`config.mk`:
```
export PLATFORM = sky130hd
export DESIGN_NAME = xor_frame_checksum
export DESIGN_NICKNAME = d
export VERILOG_FILES = /design/src/rtl/xor_chk_pkg.sv /design/src/rtl/sat_word_counter.sv /design/src/rtl/xor_frame_checksum.sv
export SDC_FILE = /design/constraint.sdc
export NUM_CORES = 1
export LEC_CHECK = 0
export BUFFER_PORTS_ARGS = -buffer_cell sky130_fd_sc_hd__buf_4
export CAP_MARGIN = 10
export CORE_MARGIN = 1
export CORE_UTILIZATION = 45
export DETAILED_ROUTE_END_ITERATION = 10
export GPL_TIMING_DRIVEN = 1
export PLACE_DENSITY = 0.71
export SLEW_MARGIN = 20
export SYNTH_ARGS = -nofsm -noshare
export SYNTH_HDL_FRONTEND = slang
export SYNTH_SLANG_ARGS = --single-unit
```
`constraint.sdc`:
```
create_clock -name clk_i -period 1.4 [get_ports clk_i]
set_input_delay 0.14 -clock clk_i [delete_from_list [all_inputs] [get_ports clk_i]]
set_output_delay 0.14 -clock clk_i [all_outputs]
set_load 0.02 [all_outputs]
```
`src/rtl/xor_chk_pkg.sv`:
```
// Shared types and constants for the XOR frame checksum endpoint.
// Holds the FSM state encoding, default sizes and the counter width helper.
// Imported by both the top module and the saturating word counter.
package xor_chk_pkg;

    typedef enum logic [1:0] {
        IDLE  = 2'd0,
        ACC   = 2'd1,
        DRAIN = 2'd2,
        OUT   = 2'd3
    } chk_state_t;

    localparam int NB_DEFAULT        = 16;
    localparam int MAX_WORDS_DEFAULT = 8;

    // Width needed to hold a count in the range 0..max inclusive.
    function automatic int cnt_width(input int max);
        return $clog2(max + 1);
    endfunction

endpackage

```
`src/rtl/sat_word_counter.sv`:
```
// Purpose: per-frame word counter that saturates at MAX_WORDS_G and flags it.
// Latency: count updates on the edge after i_clr/i_inc; o_at_max is combinational from the count.
// Backpressure: none; the caller decides when a word is consumed.
module sat_word_counter
    import xor_chk_pkg::*;
#(
    parameter int MAX_WORDS_G = MAX_WORDS_DEFAULT
) (
    input  logic                                i_clk,
    input  logic                                i_rst_n,
    input  logic                                i_clr,
    input  logic                                i_inc,
    output logic [cnt_width(MAX_WORDS_G)-1:0]   o_cnt,
    output logic                                o_at_max
);

    localparam int            CW    = cnt_width(MAX_WORDS_G);
    localparam logic [CW-1:0] MAX_C = CW'(MAX_WORDS_G);

    logic [CW-1:0] r_cnt;
    logic          w_at_max;

    assign w_at_max = (r_cnt == MAX_C);

    // Clear restarts the count (at 1 when the clearing word itself is counted); otherwise count up to the ceiling and stick there.
    always_ff @(posedge i_clk or negedge i_rst_n) begin
        if (!i_rst_n) begin
            r_cnt <= '0;
        end else if (i_clr) begin
            r_cnt <= i_inc ? CW'(1) : '0;
        end else if (i_inc && !w_at_max) begin
            r_cnt <= r_cnt + CW'(1);
        end
    end

    assign o_cnt    = r_cnt;
    assign o_at_max = w_at_max;

endmodule

```
`src/rtl/xor_frame_checksum.sv`:
```
// Purpose: XOR-accumulates a valid/ready framed word stream into a checksum with word count and overflow flag.
// Latency: chk_valid_o rises one cycle after the edge accepting the last word; one word per cycle within a frame.
// Backpressure: ready_o is low while a result waits in OUT (one bubble between frames); result held until chk_ready_i.
module xor_frame_checksum
    import xor_chk_pkg::*;
#(
    parameter int NB_G        = NB_DEFAULT,
    parameter int MAX_WORDS_G = MAX_WORDS_DEFAULT
) (
    input  logic                                clk_i,
    input  logic                                rst_ni,
    input  logic                                valid_i,
    input  logic [NB_G-1:0]                     data_i,
    input  logic                                last_i,
    output logic                                ready_o,
    output logic                                chk_valid_o,
    input  logic                                chk_ready_i,
    output logic [NB_G-1:0]                     chk_o,
    output logic [cnt_width(MAX_WORDS_G)-1:0]   cnt_o,
    output logic                                err_o
);

    chk_state_t             r_state;
    logic [NB_G-1:0]        r_acc;
    logic                   r_err;

    logic                   w_accept;
    logic                   w_clr;
    logic                   w_inc;
    logic                   w_at_max;
    logic [cnt_width(MAX_WORDS_G)-1:0] w_cnt;

    // Ready is forced low during reset so nothing is taken while the block is held.
    assign ready_o  = rst_ni && (r_state != OUT);
    assign w_accept = valid_i && ready_o;

    // The first word of a frame restarts the count at 1; later words count only while below the ceiling.
    assign w_clr = w_accept && (r_state == IDLE);
    assign w_inc = w_accept && ((r_state == IDLE) || ((r_state == ACC) && !w_at_max));

    sat_word_counter #(
        .MAX_WORDS_G (MAX_WORDS_G)
    ) u_cnt (
        .i_clk    (clk_i),
        .i_rst_n  (rst_ni),
        .i_clr    (w_clr),
        .i_inc    (w_inc),
        .o_cnt    (w_cnt),
        .o_at_max (w_at_max)
    );

    // Frame FSM and checksum accumulator; acc/err are frozen outside accepting states so results stay stable in OUT and IDLE.
    always_ff @(posedge clk_i or negedge rst_ni) begin
        if (!rst_ni) begin
            r_state <= IDLE;
            r_acc   <= '0;
            r_err   <= 1'b0;
        end else begin
            case (r_state)
                IDLE: begin
                    if (w_accept) begin
                        r_acc   <= data_i;
                        r_err   <= 1'b0;
                        r_state <= last_i ? OUT : ACC;
                    end
                end
                ACC: begin
                    if (w_accept) begin
                        if (!w_at_max) begin
                            r_acc   <= r_acc ^ data_i;
                            r_state <= last_i ? OUT : ACC;
                        end else begin
                            // Word beyond the ceiling: dropped, frame marked as overflowed.
                            r_err   <= 1'b1;
                            r_state <= last_i ? OUT : DRAIN;
                        end
                    end
                end
                DRAIN: begin
                    if (w_accept && last_i) begin
                        r_state <= OUT;
                    end
                end
                OUT: begin
                    if (chk_ready_i) begin
                        r_state <= IDLE;
                    end
                end
                default: r_state <= IDLE;
            endcase
        end
    end

    assign chk_valid_o = (r_state == OUT);
    assign chk_o       = r_acc;
    assign cnt_o       = w_cnt;
    assign err_o       = r_err;

endmodule

```
==> run metrics <==
CP arrival=1.28 ns; CTS tree=done; total negative slack=-0.0608 ns; DR iter-0 viols=59; core region area=2850 um2; Worst EP required=1.26 ns; critical path type=reg -> out; # diodes=0; CP startpoint kind=flop; Top Family by Delay on Critical Path=flip-flops; fmax=704 MHz; WP buf/inv=2; worst hold slack=0.0804 ns; commonest non-fill, non-tap cell in the layout=buf_4; all-layer global routing usage=23.6%; Syn Std Cell Area=1400 um2; sw frac=43.1%; share of cells above drive strength 1=60.0%; # rows=19; post-route ant nets=0; Post-Synthesis Cells=132; HPWL Detailed=2.58 mm; H-tree depth reported by CTS=1; Crit. End Element=output pin; synthesized flop and latch total=23; first-pass GRT wire length=6.16 mm; CP Max Fanout=3; met2 usage=42.0%; post-place setup slack=0.00285 ns; met3 usage=2.90%; placed cell area=1800 um2; synthesized area per cell=10.6 um2; design area=2090 um2; slowest CP cell=dfrtp_2; Synth Warn #=0; Final Power=3.81 mW; Root Buffer=clkbuf_4; total net switching power=1.64 mW; worst vdd ir=1200 uV; hold crit path type=in -> reg; M1 GR Usage=30.2%; Seq/Total Area, Yosys=41.0%; via count=1364; drt drc=3; busiest grt layer=met2; most frequent cells in the layout=55 x buf_4, 20 x dfrtp_1, 16 x nor2_1; Final Critical Period=1.42 ns; Num CTS Buffers=3; Yosys top cell area share=41.0%; IO Pins=44; worst rel slew slack=59.6%; Clock Latency Late Sink=0.32 ns; gpl congestion=0.779; outcome=finished, violations left; Cell Int Power=2.17 mW; CTS sink count=23; CP cell instances=buf_6 -> and2_4 -> nor2b_1 -> buf_4; Tcrit/Tclk final=101%; largest net degree at the start of global routing=27; fraction of power consumed by sequential logic=30.9%; Clock Power Share=8.5%; Synth area leader=dfrtp_1; Total Die Area=3350 um2; Initial Util=49.2%; Fin. Hold Viols=0; Post-Syn Nets=155; GRT Residual Overflow=0; CTS clock-pin slew for the worst setup and hold paths=0.14 ns; Nets=219; die height=57.9 um; failing checks=design-rule violations, negative setup slack; die width=57.9 um; clk_skew=0.00897 ns; I/O Buffers=43; clock buffer depth=2; DR WL/cell=18.2 um; PwrDens=1830 nW/um2; Slew Limit Fails=0; final WL=4.12 mm; vias per cell=6.04; Pre-antenna DRT Iters=7; Combinational Power Share=60.6%; final-report setup violation count=4; Post-Layout Cell Count=226; placed insts=209; initial antenna violation count=0; vias in the first global route=1318; leak pwr=0.977 nW; Final Util=73.1%; Final WS setup=-0.0196 ns; Area Growth Syn to Fin=48.6%; Slew @ Worst Pin=0.604 ns; Distinct cells, synth=35; Max Cap Viol=0; top cells by area, synth=dfrtp_1 41%, nor3_2 9.3%, a22oi_1 8.6%, and4_4 7.2%, nor2_1 4.3%; RSZ-0062 raised after global routing=yes; CP max stage delay=0.45 ns
sequential cells by signal, indices dropped and copies added (netlist names):
register,flops
chk_o,16
err_o,1
u_cnt.o_cnt,4
r_state,2
final timing paths:
| path | start | end | slack (ns) | cells after the start |
|---|---|---|---|---|
| setup / recovery | r_state[0]$_DFFE_PN0P_ | ready_o | -0.02 | 4 |
| hold / removal | data_i[10] | chk_o[10]$_DFFE_PN0P_ | 0.08 | 3 |
| setup reg to reg | u_cnt.o_cnt[0]$_DFFE_PN0P_ | chk_o[4]$_DFFE_PN0P_ | -0.02 | 6 |
| hold reg to reg | err_o$_DFFE_PN0P_ | err_o$_DFFE_PN0P_ | 0.52 | 2 |
| max in group asynchronous | rst_ni | u_cnt.o_cnt[0]$_DFFE_PN0P_ | 0.42 | 3 |
| min in group asynchronous | rst_ni | r_state[0]$_DFFE_PN0P_ | 0.18 | 2 |
timing repair:
action | in CTS | in global routing
hold buffers | 4 | 0
gates resized for setup | 11 | 17
buffers inserted | 3 | 2
cloned | 0 | 4
endpoints found under the hold margin | 24 | 0
setup endpoints to repair | 5 | 22
pin swaps | 0 | 2
metal layers:
layer  share of wire, %  up-vias  wire length, um
met5                  0        -                0
met4               0.46        0               19
met3                5.4        2              224
met2                 53       46             2190
met1                 41      687             1680
li1                   -      629                -
layout make-up:
cell class	instances	area, um2
Multi-Input combinational cell	98	850
Fill cell	222	767
Sequential cell	23	579
Timing Repair Buffer	67	579
Tap cell	31	38.8
Clock buffer	3	22.5
Inverter	3	11.3
Clock inverter	1	5.00
cells in the mapped netlist:
cell,count
o21ai_0,2
dfrtp_1,23
a22oi_1,16
nor2b_1,3
nor3_1,3
a41o_1,1
and4_2,3
o21ai_1,1
buf_4,2
buf_2,2
nand2_1,7
and4_4,9
nor2_1,16
buf_6,5
and2_1,1
nor3_2,13
or2b_1,1
and3b_1,1
a31oi_1,1
ha_1,2
inv_1,3
and4_1,4
and3_1,1
nand2_2,1
a211oi_1,1
mux2i_1,1
nand3b_1,1
o31ai_1,1
nor4_1,1
a21boi_1,1
and4b_4,1
o22ai_1,1
nand4_1,1
nand4bb_1,1
nand4b_4,1
power groups by stage:
| stage | Sequential, mW | Clock (mW) | Combinational, mW |
|---|---|---|---|
| finish | 1.18 | 0.324 | 2.31 |
| global route | 1.21 | 0.357 | 2.48 |
| CTS | 1.16 | 0.336 | 2.01 |
| floorplan | 1.40 | 0 | 0.926 |
| global placement | 1.15 | 0 | 1.79 |
| detailed placement | 1.17 | 0 | 1.87 |
logic make-up (layout without fill, tap and decap cells):
group	count (synthesis)	count (layout)	synth area share, %
mux	1	1	0.713
flops	23	23	41.0
compound gates	25	25	12.8
buf+inv	12	74	6.59
simple gates	69	70	37.1
fa+ha+maj	2	2	1.78
worst register-to-register path, delay by kind of cell (launching register included):
| kind | cells | cell delay (ns) |
|---|---|---|
| and+or+nand+nor | 3 | 0.48 |
| DFF | 1 | 0.43 |
| buffers and inverters | 2 | 0.31 |
| adders and majority gates | 1 | 0.14 |
No activity file was read; power rests on OpenSTA's default activity.
